### src/rtl/branch_resolve_ctrl_pkg.sv
// Shared types and sizing for the branch resolve controller and its update FIFO.
package branch_resolve_ctrl_pkg;

  localparam int unsigned UPD_FIFO_DEPTH = 4;
  localparam int unsigned UpdPtrW        = $clog2(UPD_FIFO_DEPTH);
  localparam int unsigned UpdCntW        = $clog2(UPD_FIFO_DEPTH + 1);

  typedef enum logic [0:0] {
    StIdle,
    StRedir
  } brc_state_e;

  typedef struct packed {
    logic [31:0] pc;
    logic [31:0] target;
    logic        taken;
  } upd_entry_t;

endpackage

### src/rtl/branch_upd_fifo.sv
// Predictor update FIFO: two ordered writes and one read per cycle; writes that find
// no room (after this cycle's read) are dropped.
module branch_upd_fifo
  import branch_resolve_ctrl_pkg::*;
(
  input  logic               clk,
  input  logic               rst_n,
  input  logic               push0,
  input  upd_entry_t         wdata0,
  input  logic               push1,
  input  upd_entry_t         wdata1,
  input  logic               pop,
  output upd_entry_t         rdata,
  output logic               empty,
  output logic [UpdCntW-1:0] count,
  output logic [1:0]         acc_cnt
);

  upd_entry_t               mem_q [UPD_FIFO_DEPTH];
  logic [UpdPtrW-1:0]       wptr_q, rptr_q;
  logic [UpdCntW-1:0]       count_q, count_d, space;
  logic                     pop_ok, acc0, acc1;

  always_comb begin
    pop_ok  = pop && (count_q != '0);
    space   = UpdCntW'(UPD_FIFO_DEPTH) - count_q + UpdCntW'(pop_ok);
    acc0    = push0 && (space != '0);
    // Second write needs a slot beyond the one the first write may have taken.
    acc1    = push1 && (space > UpdCntW'(acc0));
    count_d = count_q + UpdCntW'(acc0) + UpdCntW'(acc1) - UpdCntW'(pop_ok);
    acc_cnt = {1'b0, acc0} + {1'b0, acc1};
  end

  always_ff @(posedge clk or negedge rst_n) begin
    if (!rst_n) begin
      for (int i = 0; i < UPD_FIFO_DEPTH; i++) mem_q[i] <= '0;
      wptr_q  <= '0;
      rptr_q  <= '0;
      count_q <= '0;
    end else begin
      if (acc0) mem_q[wptr_q] <= wdata0;
      if (acc1) mem_q[wptr_q + UpdPtrW'(acc0)] <= wdata1;
      wptr_q  <= wptr_q + UpdPtrW'(acc0) + UpdPtrW'(acc1);
      rptr_q  <= rptr_q + UpdPtrW'(pop_ok);
      count_q <= count_d;
    end
  end

  assign rdata = mem_q[rptr_q];
  assign empty = (count_q == '0);
  assign count = count_q;

endmodule

### src/rtl/branch_resolve_ctrl.sv
// Branch resolution: picks the oldest mispredict, drives frontend redirect and backend
// flush, and queues predictor updates. Optional statistics under BRANCH_STAT_EN.
module branch_resolve_ctrl
  import branch_resolve_ctrl_pkg::*;
(
  input  logic        clk,
  input  logic        rst_n,
  input  logic [1:0]  res_valid_p,
  input  logic [1:0]  res_is_branch_p,
  input  logic [1:0]  res_flush_p,
  input  logic [1:0]  res_taken_p,
  input  logic [31:0] res_pc_p0,
  input  logic [31:0] res_pc_p1,
  input  logic [31:0] res_addr_p0,
  input  logic [31:0] res_addr_p1,
  input  logic        ext_flush,
  output logic        res_stall,
  output logic        redirect_valid,
  output logic [31:0] redirect_pc,
  input  logic        redirect_ready,
  output logic        flush_o,
  output logic        upd_valid,
  output logic [31:0] upd_pc,
  output logic [31:0] upd_target,
  output logic        upd_taken,
  input  logic        upd_ready,
  output logic [31:0] stat_branch_cnt,
  output logic [31:0] stat_mispred_cnt
);

  brc_state_e         state_q, state_d;
  logic [31:0]        redirect_pc_q, redirect_pc_d;
  logic               flush_q, flush_d;
  logic               accept, sel0, sel1, mispred, push0, push1, empty;
  upd_entry_t         wdata0, wdata1, head;
  logic [UpdCntW-1:0] count;
  logic [1:0]         acc_cnt;

  // Results are only trusted when idle and not being flushed from commit.
  assign accept  = (state_q == StIdle) && !ext_flush;
  assign sel0    = accept && res_valid_p[0] && res_flush_p[0];
  assign sel1    = accept && !sel0 && res_valid_p[1] && res_flush_p[1];
  assign mispred = sel0 || sel1;
  assign push0   = accept && res_valid_p[0] && res_is_branch_p[0];
  assign push1   = accept && !sel0 && res_valid_p[1] && res_is_branch_p[1];

  assign wdata0 = '{pc: res_pc_p0, target: res_addr_p0, taken: res_taken_p[0]};
  assign wdata1 = '{pc: res_pc_p1, target: res_addr_p1, taken: res_taken_p[1]};

  always_comb begin
    state_d       = state_q;
    redirect_pc_d = redirect_pc_q;
    flush_d       = 1'b0;
    unique case (state_q)
      StIdle: begin
        if (mispred) begin
          state_d       = StRedir;
          redirect_pc_d = sel0 ? res_addr_p0 : res_addr_p1;
          flush_d       = 1'b1;
        end
      end
      StRedir: begin
        if (redirect_ready) state_d = StIdle;
      end
      default: state_d = StIdle;
    endcase
    if (ext_flush) begin
      state_d = StIdle;
      flush_d = 1'b0;
    end
  end

  always_ff @(posedge clk or negedge rst_n) begin
    if (!rst_n) begin
      state_q       <= StIdle;
      redirect_pc_q <= '0;
      flush_q       <= 1'b0;
    end else begin
      state_q       <= state_d;
      redirect_pc_q <= redirect_pc_d;
      flush_q       <= flush_d;
    end
  end

  branch_upd_fifo u_upd_fifo (
    .clk     (clk),
    .rst_n   (rst_n),
    .push0   (push0),
    .wdata0  (wdata0),
    .push1   (push1),
    .wdata1  (wdata1),
    .pop     (upd_ready),
    .rdata   (head),
    .empty   (empty),
    .count   (count),
    .acc_cnt (acc_cnt)
  );

  assign res_stall      = (count > UpdCntW'(2)) || (state_q == StRedir);
  assign redirect_valid = (state_q == StRedir);
  assign redirect_pc    = redirect_pc_q;
  assign flush_o        = flush_q;
  assign upd_valid      = !empty;
  assign upd_pc         = empty ? '0 : head.pc;
  assign upd_target     = empty ? '0 : head.target;
  assign upd_taken      = !empty && head.taken;

`ifdef BRANCH_STAT_EN
  logic [31:0] stat_branch_q, stat_mispred_q;

  always_ff @(posedge clk or negedge rst_n) begin
    if (!rst_n) begin
      stat_branch_q  <= '0;
      stat_mispred_q <= '0;
    end else begin
      stat_branch_q  <= stat_branch_q + 32'(acc_cnt);
      stat_mispred_q <= stat_mispred_q + 32'(mispred);
    end
  end

  assign stat_branch_cnt  = stat_branch_q;
  assign stat_mispred_cnt = stat_mispred_q;
`else
  logic unused_acc_cnt;
  assign unused_acc_cnt   = ^acc_cnt;
  assign stat_branch_cnt  = '0;
  assign stat_mispred_cnt = '0;
`endif

endmodule

### config.mk
export PLATFORM = sky130hd
export DESIGN_NAME = branch_resolve_ctrl
export DESIGN_NICKNAME = d
export VERILOG_FILES = /design/src/rtl/branch_resolve_ctrl_pkg.sv /design/src/rtl/branch_upd_fifo.sv /design/src/rtl/branch_resolve_ctrl.sv
export SDC_FILE = /design/constraint.sdc
export NUM_CORES = 1
export LEC_CHECK = 0
export BUFFER_PORTS_ARGS = -buffer_cell sky130_fd_sc_hd__buf_2
export CELL_PAD_IN_SITES_DETAIL_PLACEMENT = 1
export CELL_PAD_IN_SITES_GLOBAL_PLACEMENT = 2
export CORE_ASPECT_RATIO = 0.8
export CORE_MARGIN = 2
export CORE_UTILIZATION = 43
export DETAILED_ROUTE_END_ITERATION = 10
export PLACE_DENSITY_LB_ADDON = 0.05
export SYNTH_ARGS = -nofsm -noshare
export SYNTH_HDL_FRONTEND = slang
export SYNTH_HIERARCHICAL = 1
export SYNTH_SLANG_ARGS = --single-unit
export TNS_END_PERCENT = 30
### constraint.sdc
create_clock -name clk -period 9.9 [get_ports clk]
set_input_delay 1.485 -clock clk [delete_from_list [all_inputs] [get_ports clk]]
set_output_delay 1.485 -clock clk [all_outputs]
set_load 0.03 [all_outputs]
# == Yosys cells after proc, flatten, opt, wreduce, memory -nomap -nowiden ==
# Cells that the tools add are included.
# op_classes
addsub,8
magnitude_cmp,7
mux,20
n_bitwise,4
n_reduce_logical,23
# ops
operator,count
bitwise mux 260 bit,2
2-to-1 mux 260 bit,2
demux 65 bit (select 2 bit),2
2-to-1 mux 65 bit,4
binary-select mux 65 bit (select 2 bit),1
2-to-1 mux 32 bit,3
logical AND 1 bit,14
adder 3 x 1 -> 3 bit,3
">= comparator 3 bit, second input constant",3
NOT 2 -> 3 bit,3
adder 2 x 1 -> 2 bit,3
"less-than comparator 3 x 1 -> 1 bit, second input constant",2
nonzero test 3 bit,2
2-to-1 mux 1 bit,5
> comparator 3 x 1 -> 1 bit,1
"> comparator 3 x 2 -> 1 bit, second input constant",1
zero test 1 bit,3
zero test 3 bit,1
subtractor 3 x 1 -> 3 bit,1
"subtractor 3 bit, first input constant",1
logical OR 1 bit,2
case mux 1 bit (2 select lines),1
AND reduction 2 bit,1
NOT 1 bit,1
# word_totals
register_bits,301
in_bits,141
out_inout_bits,165
wordCells,80

# == Depth between registers and ports, before layout ==
# Gate-level depths: netlist of the first run.
# logic_depth
depth_word,13
ltp_mapped,17
mapped_depth_nobuf,17

# == By module ==
# The synthesis of the first run kept the hierarchy.
# by_module_without_submodules
module,instances,cells_each,area_each_um2,seq_area_each_um2
branch_upd_fifo,1,967,15159.5,6681.4
branch_resolve_ctrl,1,256,2489.9,850.8

# == Worst setup path before layout of the first run ==
# No wires, ideal clock.
# synth_timing
path_kind,input port to flip-flop
from,in upd_ready
to,"reg u_upd_fifo.count_q[2], in the netlist u_upd_fifo/count[2]"
arrival_ns,4.197
t_required_ns,9.774
path_slack_ns,5.578
cell_stages,16
path_cell_list,nand2b_1 ha_1 inv_1 ha_1 nand2b_1 or2_2 and2_1 ha_1 nor2_1 o31a_4 inv_2 fa_1 inv_1 fa_1 xor2_1 xnor2_1
# synth_between
elab_chain_len,8
# synth_rtl
item,line_no,text
from (decl),branch_resolve_ctrl.sv:26,"input logic upd_ready,"
logical AND 1 bit (*),branch_upd_fifo.sv:25,pop_ok = pop && (count_q != '0);
adder 3 x 1 -> 3 bit,branch_upd_fifo.sv:26,space = UpdCntW'(UPD_FIFO_DEPTH) - count_q + UpdCntW'(pop_ok);
nonzero test 3 bit,branch_upd_fifo.sv:27,acc0 = push0 && (space != '0);
logical AND 1 bit,branch_upd_fifo.sv:27,
> comparator 3 x 1 -> 1 bit,branch_upd_fifo.sv:29,acc1 = push1 && (space > UpdCntW'(acc0));
logical AND 1 bit,branch_upd_fifo.sv:29,
adder 3 x 1 -> 3 bit,branch_upd_fifo.sv:30,count_d = count_q + UpdCntW'(acc0) + UpdCntW'(acc1) - UpdCntW'(pop_ok);
subtractor 3 x 1 -> 3 bit (*),branch_upd_fifo.sv:30,
via u_upd_fifo.count_d[2],branch_upd_fifo.sv:21,"logic [UpdCntW-1:0] count_q, count_d, space;"
to (signal assigned),branch_upd_fifo.sv:45,count_q <= count_d;
to (decl),branch_upd_fifo.sv:21,
# The timed path passes the listed nets; every way through them passes the cells marked *.
# A chain may end at the register's enable or synchronous reset.

# == Final worst setup path of the first run ==
# layout_timing
from,in upd_ready
to,reg u_upd_fifo/mem_q[196] in the netlist's numbering
# layout_between
elab_chain_len,12
# layout_rtl
item,line_no,text
logical AND 1 bit (*),branch_upd_fifo.sv:25,
adder 3 x 1 -> 3 bit (*),branch_upd_fifo.sv:26,
nonzero test 3 bit,branch_upd_fifo.sv:27,
logical AND 1 bit,branch_upd_fifo.sv:27,
adder 2 x 1 -> 2 bit,branch_upd_fifo.sv:42,if (acc1) mem_q[wptr_q + UpdPtrW'(acc0)] <= wdata1;
NOT 2 -> 3 bit (implied by the code),branch_upd_fifo.sv:42,
>= comparator 3 bit (implied by the code) or less-than comparator 3 x 1 -> 1 bit (tied branches),branch_upd_fifo.sv:42,
logical AND 1 bit (implied by the code),branch_upd_fifo.sv:42,
2-to-1 mux 65 bit (implied by the code),branch_upd_fifo.sv:42,
demux 65 bit (select 2 bit),branch_upd_fifo.sv:42,
bitwise mux 260 bit,branch_upd_fifo.sv:42,
2-to-1 mux 260 bit (*),branch_upd_fifo.sv:42,
"to (signal, indexed assignment)",branch_upd_fifo.sv:41,if (acc0) mem_q[wptr_q] <= wdata0;
"to (signal, indexed assignment)",branch_upd_fifo.sv:42,
to (decl),branch_upd_fifo.sv:19,upd_entry_t mem_q [UPD_FIFO_DEPTH];
# Every way passes the cells marked *; elsewhere a longest branch is shown, timed or not.

==> results by group, run 1 <==
Run status
  • Status: finished, final reports clean

Global routing
  • GRT Overall Usage: 22.57%
  • Initial antenna violation count: 3
  • Largest net degree at the start of global routing: around 170
  • GRT overflow: 0
  • First-pass GRT wire length: about 74000 um
  • Vias in the first global route: 11772

CTS
  • Clock sink count: between 300 and 400
  • Post-cts gate resize count: 0
  • Max Buffers Root-to-Sink: 3
  • H-tree levels: 2
  • TritonCTS Buffers: 36
  • Setup bufs post-CTS: 0
  • # hold bufs at CTS: 0
  • CTS tree: built
  • Clk_lat worst skew: roughly 0.52 ns
  • Worst-path clk slew: 0.06 ns
  • Clk root buf: clkbuf_16

Timing
  • F_max: 200.2 MHz
  • Slew headroom: 30.57%
  • RSZ-0062 raised after global routing: false
  • Setup TNS: 0 ns
  • Tcrit/Tclk final: between 50% and 60%
  • Pins Over Slew Limit: 0
  • Final worst setup slack: 4.906 ns
  • Final Skew: 0.01631 ns
  • Final setup fails: 0
  • Final hold viol count: 0
  • Worst-Margin Slew: 1.041 ns
  • Fin crit period: around 5.0 ns

Detailed routing
  • 1st-pass router iterations: 4
  • Drt via density: 5.369
  • Post-route ant nets: 0
  • Max Used Layer: met5
  • DRC violations left: 0
  • Final wirelength: 47580 um
  • WL met3: 1772 um
  • Number of DRC markers in iteration 0: 432
  • Wl on met1: 22070 um
  • DR WL/cell: ~24 um
  • Wire length on met2: 22830 um
  • DR vias: roughly 11000

Pwr
  • Pwr dens: approximately 340 nW/um2
  • Leakage: 9.314 nW
  • Peak VDD IR: 0.1780 mV

Floorplan
  • Row count: 66
  • Die height: approximately 190 um
  • Horiz. Die Dim: 230.4 um
  • Initial core utilization: 43.50%
  • Die ar.: 42660 um2
  • I/O pins: 306
  • Core area: around 41000 um2

Critical path
  • Reg2reg setup slack: approximately 5.2 ns
  • CP endpoint: u_upd_fifo/mem_q[196]
  • Data arrival, critical path: 5.39 ns
  • Reg2Reg Depth: 15
  • Crit-path max FO: between 40 and 50
  • Worst r2r src: u_upd_fifo/count[2]
  • Critical path endpoint category: flip-flop
  • R2R Path End: u_upd_fifo/mem_q[196]
  • Kind of critical path: in2reg
  • Critical path origin: upd_ready
  • Critical Path Source Type: primary input
  • CP Data Required Time: 10.30 ns

Cells and area
  • Most frequent cells in the layout: mux2_2 (420), dfrtp_1 (299), buf_2 (240)
  • Share of layout cells above drive strength 1: between 60% and 70%
  • Most common cell after layout, fill and taps aside: mux2_2
  • Fin nets: approximately 1600
  • Layout Utilization: between 40% and 50%
  • Area grow syn2layout: 14.46%
  • Layout Cells excl Fill: 2000

Synthesis
  • Syn avg cell area: 14.43 um2
  • Synth Warn #: 6
  • Synthesized area: ~18000 um2
  • Cells after Synth: 1222

Place
  • Place WS: approximately 4.4 ns
  • Gpl congestion: 0.7343
  • Hpwl dp: 28730 um
  • Placed cell count: 1937
  • I/O Buffers: about 240

Worst hold path
  • Hold Crit Class: reg2reg

Flow run
  • Max-cap violations: 0
metrics by stage:
step                      hold WS, ns  power [mW]  instance area, um2
after floorplan                0.4966       4.717               17870
after global placement         0.5364       5.477               18990
after detailed placement       0.5433       5.575               18990
after CTS                      0.5561       6.971               20180
after global routing           0.5718       7.294               20190
final                          0.5491       6.885               20190
registers in the layout (all words and copies together) (netlist names):
register / cells
u_upd_fifo/mem_q: 260
redirect_pc: 32
u_upd_fifo/count: 3
u_upd_fifo/rptr_q: 2
u_upd_fifo/wptr_q: 2
flush_o: 1
redirect_valid: 1
worst max-delay path: stages:
cell and delay [ns]:
buf_2 0.10, nand2b_1 0.09, ha_1 0.14, inv_1 0.04, ha_1 0.28, nand2b_1 0.26
or2_2 0.31, and2_1 0.20, ha_1 0.29, nor2_1 0.04, o31a_4 0.32, inv_2 0.09
or3_4 0.44, buf_4 0.83, mux2_2 0.42
how the worst min path moves through the flow:
stage | from | endpoint | cells after the start
after floorplan | u_upd_fifo/rptr_q[0] | u_upd_fifo/rptr_q[0] | 1
after global routing | redirect_pc[26] | redirect_pc[26] | 1
final | redirect_pc[31] | redirect_pc[31] | 1
after global placement | redirect_pc[24] | redirect_pc[24] | 1
after detailed placement | redirect_pc[14] | redirect_pc[14] | 1
after CTS | redirect_pc[14] | redirect_pc[14] | 1
report_power, final:
| group | switching, mW | internal [mW] | total (mW) |
|---|---|---|---|
| logic | 1.61 | 1.76 | 3.37 |
| clock network | 0.529 | 0.833 | 1.36 |
| registers | 0.350 | 1.80 | 2.15 |
routing by layer:
metal  vias up  track usage, %
li1       4793               -
met4         4           5.419
met2       219           37.29
met5         -               0
met1      5653           31.53
met3        69           3.171
final cells by class:
cell class,count,area (um2)
Inverter,11,41.29
Timing Repair Buffer,258,1356
Fill cell,4053,20360
Sequential cell,301,7540
Tap cell,544,680.7
Antenna cell,1,2.502
Clock inverter,10,150.1
Clock buffer,52,1042
Multi-Input combinational cell,823,9374
(Power assumes the default switching activity.)
==> run 2: changes to the inputs <==
--- a/config.mk
+++ b/config.mk
@@ -10,7 +10,7 @@
 export CELL_PAD_IN_SITES_GLOBAL_PLACEMENT = 2
 export CORE_ASPECT_RATIO = 0.8
 export CORE_MARGIN = 2
-export CORE_UTILIZATION = 43
+export CORE_UTILIZATION = 36
 export DETAILED_ROUTE_END_ITERATION = 10
 export PLACE_DENSITY_LB_ADDON = 0.05
 export SYNTH_ARGS = -nofsm -noshare
==> constraint.sdc (replaced) <==
create_clock -name clk -period 4.1 [get_ports clk]
set_input_delay 0.615 -clock clk [delete_from_list [all_inputs] [get_ports clk]]
set_output_delay 0.615 -clock clk [all_outputs]
set_load 0.03 [all_outputs]
==> results by group, run 2 (synthesis results as in run 1) <==
CTS
  • Clk_lat worst skew: 0.54 ns (was 0.52 ns)
  • Worst-path clk slew: 0.06 ns (about the same)
  • TritonCTS Buffers: 37 (was 36)
  • H-tree levels: 2 (unchanged)
  • Max Buffers Root-to-Sink: 3 (unchanged)
  • Clk root buf: clkbuf_16 (unchanged)
  • # hold bufs at CTS: 0 (unchanged)
  • Clock sink count: 301 (unchanged)
  • CTS tree: built (unchanged)
  • Setup bufs post-CTS: 0 (unchanged)
  • Post-cts gate resize count: 0 (unchanged)

Timing
  • Pins Over Slew Limit: 0 (unchanged)
  • Fin crit period: roughly 3.8 ns
  • Final hold viol count: 0 (unchanged)
  • Tcrit/Tclk final: 92.03%
  • Hold Slack: 0.1241 ns (was 0.5491 ns)
  • Final setup fails: 0 (unchanged)
  • Worst-Margin Slew: 1.067 ns (was 1.041 ns)
  • Final worst setup slack: 0.3268 ns (was 4.906 ns)
  • Slew headroom: 28.77% (was 30.57%)
  • F_max: 265.0 MHz
  • RSZ-0062 raised after global routing: false (unchanged)
  • Final Skew: 0.01521 ns (was 0.01631 ns)
  • Setup TNS: 0 ns (unchanged)

Global routing
  • GRT Overall Usage: 20.12% (was 22.57%)
  • Initial antenna violation count: 7 (was 3)
  • First-pass GRT wire length: 78090 um (was 73620 um)
  • Vias in the first global route: 12093 (was 11772)
  • GRT overflow: 0 (unchanged)
  • Largest net degree at the start of global routing: 101 (was 165)

Place
  • I/O Buffers: 241 (unchanged)
  • Hpwl dp: 32100 um (was 28730 um)
  • Gpl congestion: 0.7096 (was 0.7343)
  • Place WS: 0.3248 ns (was 4.356 ns)

Critical path
  • CP most frequent cell: ha_1 (unchanged)
  • Crit path largest cell delay: 0.45 ns (was 0.83 ns)
  • Critical path endpoint category: flip-flop (unchanged)
  • Bufs and invs on worst path: 3 (was 4)
  • Critical Path Source Type: flip-flop (was primary input)
  • CP Data Required Time: 4.50 ns (was 10.30 ns)
  • CP top delay family: simple AND/OR/NAND/NOR gates (unchanged)
  • Kind of critical path: reg2reg (was in2reg)
  • Crit-path max FO: 23 (was 45)
  • Slowest cell on crit path: dfrtp_1 (was buf_4)
  • Cells along the critical path: nor3_2 -> nand2b_1 -> ha_1 -> inv_1 -> ha_1 -> nand2b_1 -> or2_2 -> and2_1 -> ha_1 -> nor2_1 -> o31a_4 -> inv_2 -> or3_4 -> buf_4 -> mux2_4 (was buf_2 -> nand2b_1 -> ha_1 -> inv_1 -> ha_1 -> nand2b_1 -> or2_2 -> and2_1 -> ha_1 -> nor2_1 -> o31a_4 -> inv_2 -> or3_4 -> buf_4 -> mux2_2)
  • Data arrival, critical path: 4.18 ns (was 5.39 ns)

Floorplan
  • Initial core utilization: 36.46% (was 43.50%)
  • Row count: 72 (was 66)
  • Core area: 48380 um2 (was 40550 um2)
  • Horiz. Die Dim: 251.5 um (was 230.4 um)
  • Die height: 202.0 um (was 185.1 um)
  • I/O pins: 306 (unchanged)
  • Die ar.: 50790 um2 (was 42660 um2)

Cells and area
  • Most common cell after layout, fill and taps aside: mux2_2 (unchanged)
  • Sequential Area: 7540 um2 (unchanged)
  • Area grow syn2layout: 16.90% (was 14.46%)
  • Max FFs per register: 260 (unchanged)
  • Share of layout cells above drive strength 1: 63.38% (was 62.82%)
  • Biggest register: u_upd_fifo/mem_q (unchanged)
  • Fillers: 4998 (was 4053)
  • Layout Utilization: 42.62% (was 49.79%)
  • Footprint of the multi-input gates: 9374 um2 (unchanged)
  • Fin nets: 1604 (was 1581)
  • Most frequent cells in the layout: mux2_2 (420), dfrtp_1 (299), buf_2 (240) (unchanged)
  • Ant. Diodes: 0 (was 1)

Detailed routing
  • 1st-pass router iterations: 4 (unchanged)
  • DR WL/cell: 24.12 um (was 23.79 um)
  • DR vias: 10892 (was 10738)
  • Number of DRC markers in iteration 0: 402 (was 432)
  • Final wirelength: 50870 um (was 47580 um)
  • Post-route ant nets: 0 (unchanged)
  • Drt via density: 5.165 (was 5.369)
  • DRC violations left: 0 (unchanged)

Pwr
  • Pwr dens: 808.4 nW/um2 (was 341.1 nW/um2)
  • Peak VDD IR: 0.4098 mV (was 0.1780 mV)
  • Leakage: 9.496 nW (was 9.314 nW)
  • Final total power: 16.67 mW (was 6.885 mW)

Run status
  • Status: finished, final reports clean (unchanged)

Worst hold path
  • Hold Crit Class: in2async (was reg2reg)

Flow run
  • Max-cap violations: 0 (unchanged)
-- run 2: changes by cell type in the layout (fill, tap and decap cells not counted), sizes merged --
cell / change
inv: +1
buf: +22
clkinv: +3
bufinv: -3
clkbuf: +2
diode: -1
-- run 2: area by class of cell --
type | instances | area share, %
clock inverter | 11 | 0.4066
sequential | 301 | 36.57
tap | 629 | 3.817
inverter | 11 | 0.2003
multi-input combinational | 823 | 45.47
clock buffer | 54 | 5.249
timing repair buffer | 280 | 8.290
-- run 2: report_power, final --
group          switching [mW]  internal [mW]
Sequential              0.876           4.35
Clock                    1.31           1.89
Combinational            3.90           4.34
-- run 2: final timing paths --
check / from / slack, ns / end / cells after the start
max in group asynchronous: rst_n / 3.07 / u_upd_fifo/mem_q[43] / 2
hold / removal: rst_n / 0.12 / redirect_pc[22] / 1
hold reg to reg: redirect_pc[18] / 0.55 / redirect_pc[18] / 1
setup / recovery: u_upd_fifo/count[2] / 0.33 / u_upd_fifo/mem_q[224] / 15
setup reg to reg: u_upd_fifo/count[2] / 0.33 / u_upd_fifo/mem_q[224] / 15
min in group clk: res_pc_p1[4] / 0.37 / u_upd_fifo/mem_q[232] / 2
-- run 2: through the flow --
stage | cell area [um2] | std cells
after floorplan | 17870 | 1285
after global placement | 19450 | 2044
after detailed placement | 19450 | 2044
after CTS | 20620 | 2109
after global routing | 20620 | 2109
final | 20620 | 2109
-- run 2: per-layer routing --
metal | global-route usage, % | vias up | wire length, um
met2 | 33.45 | 193 | 24610
met4 | 3.593 | 14 | 642
met5 | 0 | - | 96
li1 | - | 4849 | -
met1 | 27.66 | 5778 | 23370
met3 | 3.760 | 58 | 2153
